[src/rtl/cpu_bus_pkg.sv]
// Shared CPU-bus definitions: bridge FSM states, default widths and the
// I/O window base-address computation.
package cpu_bus_pkg;

    localparam int DATA_W_DEF = 16;
    localparam int ADDR_W_DEF = 10;

    typedef enum logic [1:0] {
        IDLE   = 2'd0,
        ACCESS = 2'd1,
        WAIT   = 2'd2,
        RESP   = 2'd3
    } state_t;

    // The I/O channels occupy the top IO_CH words of the address space.
    function automatic int unsigned io_base(input int unsigned addr_w,
                                            input int unsigned io_ch);
        return (32'd1 << addr_w) - io_ch;
    endfunction

endpackage

[src/rtl/io_sync.sv]
// Two-flop synchroniser for one I/O input channel.
module io_sync #(
    parameter int DATA_W = 16
) (
    input  logic              clk,
    input  logic              rst,
    input  logic [DATA_W-1:0] d,
    output logic [DATA_W-1:0] q
);

    logic [DATA_W-1:0] meta;

    // Two-stage capture of the asynchronous channel input.
    always_ff @(posedge clk or negedge rst) begin
        if (!rst) begin
            meta <= '0;
            q    <= '0;
        end else begin
            meta <= d;
            q    <= meta;
        end
    end

endmodule

[src/rtl/mem_io_bridge.sv]
// CPU request bridge to a word RAM and a window of memory-mapped I/O
// channels at the top of the address space.
// Build option: MEM_IO_BRIDGE_IO_SYNC_EN inserts a two-flop synchroniser on
// every io_in channel; left undefined, io_in is sampled directly.
//
// state  | meaning
// IDLE   | ready for a request, request captured on acceptance
// ACCESS | RAM write strobe / I/O write or I/O read sample
// WAIT   | RAM read in flight, RAM_LAT cycles counted down
// RESP   | rsp_valid pulse, io_strobe for I/O writes
module mem_io_bridge
    import cpu_bus_pkg::*;
#(
    parameter int DATA_W  = DATA_W_DEF,
    parameter int ADDR_W  = ADDR_W_DEF,
    parameter int IO_CH   = 4,
    parameter int RAM_LAT = 1
) (
    input  logic                    clk,
    input  logic                    rst,
    input  logic                    req_valid,
    output logic                    req_ready,
    input  logic                    req_we,
    input  logic [ADDR_W-1:0]       req_addr,
    input  logic [DATA_W-1:0]       req_wdata,
    output logic                    rsp_valid,
    output logic [DATA_W-1:0]       rsp_rdata,
    output logic                    ram_we,
    output logic [ADDR_W-1:0]       ram_addr,
    output logic [DATA_W-1:0]       ram_wdata,
    input  logic [DATA_W-1:0]       ram_rdata,
    input  logic [IO_CH*DATA_W-1:0] io_in,
    output logic [IO_CH*DATA_W-1:0] io_out,
    output logic [IO_CH-1:0]        io_strobe
);

    localparam logic [ADDR_W-1:0] IO_BASE = ADDR_W'(io_base(ADDR_W, IO_CH));

    state_t                  state;
    state_t                  state_nxt;
    logic                    accept;
    logic                    we_q;
    logic [ADDR_W-1:0]       addr_q;
    logic [DATA_W-1:0]       wdata_q;
    logic [1:0]              wait_cnt;
    logic                    is_io;
    logic                    wait_done;
    logic [IO_CH-1:0]        ch_sel;
    logic [DATA_W-1:0]       io_rd;
    logic [IO_CH*DATA_W-1:0] io_src;

`ifdef MEM_IO_BRIDGE_IO_SYNC_EN
    for (genvar g = 0; g < IO_CH; g++) begin : g_sync
        io_sync #(.DATA_W(DATA_W)) u_io_sync (
            .clk (clk),
            .rst (rst),
            .d   (io_in[g*DATA_W +: DATA_W]),
            .q   (io_src[g*DATA_W +: DATA_W])
        );
    end
`else
    assign io_src = io_in;
`endif

    assign req_ready = (state == IDLE) & rst;
    assign accept    = req_valid & req_ready;
    assign is_io     = (addr_q >= IO_BASE);
    assign wait_done = (wait_cnt == 2'd0);

    // The captured request drives the RAM bus directly, so address and data
    // hold their last values between RAM accesses.
    assign ram_addr  = addr_q;
    assign ram_wdata = wdata_q;
    assign ram_we    = (state == ACCESS) & we_q & ~is_io;
    assign rsp_valid = (state == RESP);

    // Channel select and read mux for the I/O window.
    always_comb begin
        ch_sel = '0;
        io_rd  = '0;
        for (int n = 0; n < IO_CH; n++) begin
            if (is_io && (addr_q == IO_BASE + ADDR_W'(n))) begin
                ch_sel[n] = 1'b1;
                io_rd     = io_src[n*DATA_W +: DATA_W];
            end
        end
    end

    // State register.
    always_ff @(posedge clk or negedge rst) begin
        if (!rst) begin
            state <= IDLE;
        end else begin
            state <= state_nxt;
        end
    end

    // Next-state logic; RAM reads spend RAM_LAT cycles in WAIT so that the
    // capture lands on the RAM_LAT-th cycle after ACCESS.
    always_comb begin
        state_nxt = state;
        case (state)
            IDLE:    if (accept) state_nxt = ACCESS;
            ACCESS:  state_nxt = (!we_q && !is_io) ? WAIT : RESP;
            WAIT:    if (wait_done) state_nxt = RESP;
            RESP:    state_nxt = IDLE;
            default: state_nxt = IDLE;
        endcase
    end

    // Request capture on acceptance.
    always_ff @(posedge clk or negedge rst) begin
        if (!rst) begin
            we_q    <= 1'b0;
            addr_q  <= '0;
            wdata_q <= '0;
        end else if (accept) begin
            we_q    <= req_we;
            addr_q  <= req_addr;
            wdata_q <= req_wdata;
        end
    end

    // RAM read latency down-counter, loaded in ACCESS.
    always_ff @(posedge clk or negedge rst) begin
        if (!rst) begin
            wait_cnt <= 2'd0;
        end else if (state == ACCESS) begin
            wait_cnt <= 2'(RAM_LAT - 1);
        end else if (state == WAIT && !wait_done) begin
            wait_cnt <= wait_cnt - 2'd1;
        end
    end

    // Read data, I/O output latches and the per-channel write strobe.
    always_ff @(posedge clk or negedge rst) begin
        if (!rst) begin
            rsp_rdata <= '0;
            io_out    <= '0;
            io_strobe <= '0;
        end else begin
            io_strobe <= '0;
            if (state == ACCESS && is_io) begin
                if (we_q) begin
                    io_strobe <= ch_sel;
                    for (int n = 0; n < IO_CH; n++) begin
                        if (ch_sel[n]) io_out[n*DATA_W +: DATA_W] <= wdata_q;
                    end
                end else begin
                    rsp_rdata <= io_rd;
                end
            end
            if (state == WAIT && wait_done) begin
                rsp_rdata <= ram_rdata;
            end
        end
    end

endmodule

[config.mk]
export PLATFORM = sky130hd
export DESIGN_NAME = mem_io_bridge
export DESIGN_NICKNAME = d
export VERILOG_FILES = /design/src/rtl/cpu_bus_pkg.sv /design/src/rtl/io_sync.sv /design/src/rtl/mem_io_bridge.sv
export SDC_FILE = /design/constraint.sdc
export NUM_CORES = 1
export LEC_CHECK = 0
export CAP_MARGIN = 5
export CORE_AREA = 2 2 102 143
export CTS_CLUSTER_SIZE = 25
export DETAILED_ROUTE_END_ITERATION = 12
export DIE_AREA = 0 0 104 145
export PLACE_DENSITY = 0.86
export SYNTH_ARGS = -nofsm -noshare
export SYNTH_HDL_FRONTEND = slang
export SYNTH_SLANG_ARGS = --single-unit
[constraint.sdc]
create_clock -name clk -period 2 [get_ports clk]
set_input_delay 0.2 -clock clk [delete_from_list [all_inputs] [get_ports clk]]
set_output_delay 0.2 -clock clk [all_outputs]
set_load 0.02 [all_outputs]
### Word level (Yosys, flattened, before mapping)

Cells that the tools add are included.
W data, S select, Z words.

| word-level totals | value |
|---|---|
| input bits | 110 |
| register bits after elaboration | 115 |
| output and inout bits | 113 |

| cells by class | value |
|---|---|
| $lt $le $gt $ge | 1 |
| reductions and logical operators | 21 |
| $add $sub $neg | 1 |
| equality and inequality tests | 10 |
| bitwise operators | 5 |
| multiplexer cells | 19 |

Operators by type and width:

| cell | count |
|---|---|
| $mux W16 | 7 |
| $eq A10 B10 Y1 const B | 4 |
| $reduce_and A3 Y1 | 4 |
| $ge A10 B10 Y1 const B | 1 |
| $logic_and A1 B1 Y1 | 8 |
| $mux W2 | 4 |
| $mux W4 | 2 |
| $pmux W2 S4 | 1 |
| $mux W1 | 5 |
| $and A1 B1 Y1 | 4 |
| $eq A2 B2 Y1 const B | 2 |
| $logic_not A2 Y1 | 2 |
| $ne A2 B2 Y1 const B | 2 |
| $reduce_and A2 Y1 | 2 |
| $reduce_bool A2 Y1 | 2 |
| $logic_not A1 Y1 | 3 |
| $eq A2 B1 Y1 const B | 1 |
| $ne A2 B1 Y1 const B | 1 |
| $sub A2 B1 Y2 const B | 1 |
| $not A1 Y1 | 1 |

### Longest topological paths before layout

| depth | value |
|---|---|
| depth in word-level cells | 9 |
| gate-level depth with buffers | 7 |

### Least setup slack after synthesis

Ideal clock, no wire load.

| timing | value |
|---|---|
| path type | register to register |
| start | reg state[1] |
| end | reg io_out[10] |
| setup time | 0.125 ns |
| setup slack | -0.070 ns |
| arrival | 1.946 ns |
| data required time | 1.875 ns |
| cell stages (with the launch flop) | 7 |
| period minus slack after synthesis | 2.070 ns |
| buffers on the path | 1 |
| cells stage by stage | dfrtp_1 > inv_1 > ha_1 > nand2_2 > nor4b_4 > buf_4 > mux2_2 |

| between the ends | value |
|---|---|
| longest elaborated chain between the ends | 3 |

RTL lines:

| item | line | source |
|---|---|---|
| from (decl) | mem_io_bridge.sv:39 | `state_t state;` |
| from (signal assigned) | mem_io_bridge.sv:94 | `state <= state_nxt;` |
| $eq A2 B1 Y1 | mem_io_bridge.sv:143 | `if (state == ACCESS && is_io) begin` |
| $logic_and A1 B1 Y1 | mem_io_bridge.sv:143 |  |
| $reduce_and A3 Y1 (no source line) | -- |  |
| to (signal, indexed assignment) | mem_io_bridge.sv:147 | `if (ch_sel[n]) io_out[n*DATA_W +: DATA_W] <= wdata_q;` |
| to (decl) | mem_io_bridge.sv:33 | `output logic [IO_CH*DATA_W-1:0] io_out,` |

Every way passes these cells.
A chain may end at the register's enable or synchronous reset.

### Final worst setup path

| timing | value |
|---|---|
| start | reg state[0] |
| end | out req_ready |

| between the ends | value |
|---|---|
| longest elaborated chain between the ends | 2 |

RTL lines:

| item | line | source |
|---|---|---|
| $logic_not A2 Y1 | mem_io_bridge.sv:65 | `assign req_ready = (state == IDLE) & rst;` |
| $and A1 B1 Y1 | mem_io_bridge.sv:65 |  |
| to (decl) | mem_io_bridge.sv:22 | `output logic req_ready,` |

Every way passes these cells.

==> results.json <==
{
  "synthAdderAreaFrac_pct": 1.42,
  "drtIter0Drc": 184,
  "die_h_um": 145,
  "rsz0062_at_grt": "no",
  "ys_seq_area_share_pct": 54.6,
  "slew_headroom_pct": 56.1,
  "clk_pin_slew_worst_paths_ns": 0.06,
  "die_area_um2": 15100,
  "portBuffers": 222,
  "clkPwrFrac_pct": 30.9,
  "syn_to_final_growth_pct": 59.4,
  "cap_violations": 0,
  "synthMuxAreaShare_pct": 27.9,
  "p_int_uw": 6680,
  "grt_pass1_vias": 4625,
  "grt_max_degree": 116,
  "core_area_um2": 13800,
  "path_max_fanout": 5,
  "worst_pin_slew_ns": 0.659,
  "cpPeakStageDelay_ns": 0.40,
  "ir_drop_mv": 0.821,
  "final_nets": 709,
  "final_util_pct": 61.0,
  "antenna_found_initial": 0,
  "fmax_mhz": 537,
  "fillCellCount": 1071,
  "finalPower_uw": 10200,
  "synth-simple-area-share_pct": 7.92,
  "synth_edf_count": 0,
  "register_area_um2": 2880,
  "syn-num-nets": 476,
  "dr_total_vias": 4050,
  "yosysUniqueCellTypes": 39,
  "insertedDiodeCount": 0,
  "outcome": "finished, final reports clean",
  "async_flop_share_pct": 100,
  "powerDensity_nw_per_um2": 1210,
  "min_period_ns": 1.86,
  "r2r_slack_ns": 0.17,
  "arrival_ns": 1.66,
  "multi_input_area_um2": 2240,
  "clk_latency_ns": 0.40,
  "path_cells": "inv_1 > ha_1 > and2_1 > dlygate4sd2_1",
  "io_pins": 223,
  "dp_hpwl_mm": 11.3,
  "startpoint_type": "flop",
  "clock-sinks": 115,
  "synth_top_family_by_area": "multiplexers",
  "critPathRequiredTime_ns": 1.80,
  "crit_type": "reg -> out",
  "fin_setup_tns_ns": 0,
  "switching_power_uw": 3510,
  "use_met1_pct": 22.9,
  "fin_crit_sh_pct": 93.1,
  "gp_congestion": 0.799,
  "syn_avg_cell_area_um2": 14.7,
  "slew_violations": 0,
  "skew_ns": 0.00776,
  "grtUsageTotal_pct": 21.4,
  "cp-end-kind": "output port",
  "overflow": 0,
  "p_comb_share_pct": 36.3,
  "cts_tree": "yes",
  "clock_path_buffers": 2,
  "grt_first_pass_wirelength_mm": 25.6,
  "netlist_area_um2": 5280,
  "vias_per_cell": 5.13,
  "synth_compound_area_share_pct": 4.89,
  "cts_root_buf": "clkbuf_16",
  "slowest_stage": "dfrtp_1",
  "synth_xor_xnor_area_share_pct": 0.166,
  "setup_violations": 0,
  "num_rows": 51,
  "hold-worst-slack_ns": 0.389,
  "grt.met2_usage_pct": 38.0,
  "firstDrtPassIters": 4,
  "die_w_um": 104,
  "yosysWarnings": 0,
  "synthFlopType": "dfrtp_1",
  "routed_wl_mm": 15.7,
  "routedWlPerCell_um": 19.8,
  "seqPwrFrac_pct": 32.9,
  "cts_htree_levels": 4,
  "hold_viol": 0,
  "p_sw_share_pct": 34.5,
  "yosys_register_bits": 115,
  "ant_nets": 0,
  "start_util_pct": 38.3,
  "hold_path.class": "in -> reg",
  "cts_made_buffers": 17,
  "post_cts_buffers": 0,
  "p_leak_uw": 0.00362,
  "grt-busiest-layer": "met2",
  "use_met3_pct": 8.45,
  "layout-drive-gt1-share_pct": 27.1,
  "syn_inst": 360,
  "drcViolationCount": 0
}
==> metal layers <==
layer,wire (um),up-vias
met1,5780,2021
li1,-,1812
met2,8200,196
met4,263,0
met3,1430,21
met5,0,-
==> layout make-up <==
class	instances	area share, %
repair buffers	241	29.0
well taps	185	2.75
multi-input cells	214	26.6
inverters	4	0.179
clock buffers	18	5.22
flip-flops and latches	115	34.2
clock inverters	13	2.04
==> sequential cells by signal, summed over array words and instances (netlist names) <==
name / flops
we_q: 1
rsp_rdata: 16
io_strobe: 4
ram_addr: 10
io_out: 64
state: 2
wait_cnt: 2
ram_wdata: 16
==> critical path, delay by kind of cell (launching register included) <==
family	cells	cell delay [ns]
simple gates	1	0.15
fa+ha+maj	1	0.19
buf+inv	2	0.52
flops	1	0.40
==> cells in the final DEF, fill, tap and decap left out, drive strengths merged, types with 6 or more instances in the layout <==
cell | netlist | layout
a31oi | 16 | 16
buf | 8 | 19
clkbuf | 19 | 19
clkdlybuf4s50 | 0 | 218
dfrtp | 115 | 115
ha | 6 | 6
inv | 4 | 10
mux2 | 92 | 92
mux4 | 16 | 16
nand4 | 18 | 18
nor2 | 22 | 22
o31ai | 16 | 16
==> worst paths after layout <==
path	from	end	cells after the start
max in group asynchronous	rst	io_strobe[3]$_DFF_PN0_	3
max	state[0]$_DFFE_PN0P_	req_ready	4
min in group asynchronous	rst	state[0]$_DFFE_PN0P_	3
min reg2reg	io_out[29]$_DFFE_PN0P_	io_out[29]$_DFFE_PN0P_	1
min	ram_rdata[3]	rsp_rdata[3]$_DFFE_PN0P_	3
max reg2reg	ram_addr[5]$_DFFE_PN0P_	io_out[49]$_DFFE_PN0P_	4
==> power groups by stage <==
stage / Combinational, uW / Clock [uW] / Sequential (uW)
after detailed placement: 3720 / 0 / 3390
after CTS: 3730 / 3210 / 3360
after floorplan: 1590 / 0 / 3760
after global routing: 3920 / 3330 / 3440
final: 3690 / 3140 / 3350
after global placement: 3620 / 0 / 3350
==> stage by stage <==
| step | cells | worst slack (ns) | instance area [um2] |
|---|---|---|---|
| final | 790 | 0.137 | 8410 |
| after global routing | 790 | 0.0453 | 8410 |
| after detailed placement | 758 | 0.167 | 7790 |
| after global placement | 758 | 0.203 | 7790 |
| after CTS | 790 | 0.0159 | 8410 |
| after floorplan | 360 | 0.0193 | 5280 |
==> cells by family (layout without fill, tap and decap cells) <==
logic type	Yosys count	after routing
compound gates	37	37
xor+xnor	1	1
fa+ha+maj	6	6
buf+inv	31	276
flops	115	115
mux	108	108
simple gates	62	62
==> repair_timing <==
item                       CTS  global route
pin swaps                    0             0
cloned                       0             0
hold endpoints to repair   115             0
hold buffers                 1             0
setup endpoints to repair    2             2
resized for setup            2             3
==> cell usage after synthesis (2+ instances only) <==
cell	n	area, um2
o31ai_1	16	120
and4_1	2	17.5
dfrtp_1	115	2880
buf_4	2	15.0
nand4_1	16	100
mux2_2	70	788
mux4_2	16	360
mux2_4	20	300
nand2_1	3	11.3
nor2_1	22	82.6
inv_1	4	15.0
clkbuf_1	18	67.6
and3b_1	2	17.5
mux2_1	2	22.5
nor4_4	3	63.8
buf_8	2	30.0
nand2b_1	3	18.8
a31oi_1	16	100
nor2b_1	2	12.5
ha_1	6	75.1
buf_6	2	22.5
Power figures use the tool's default switching activity.
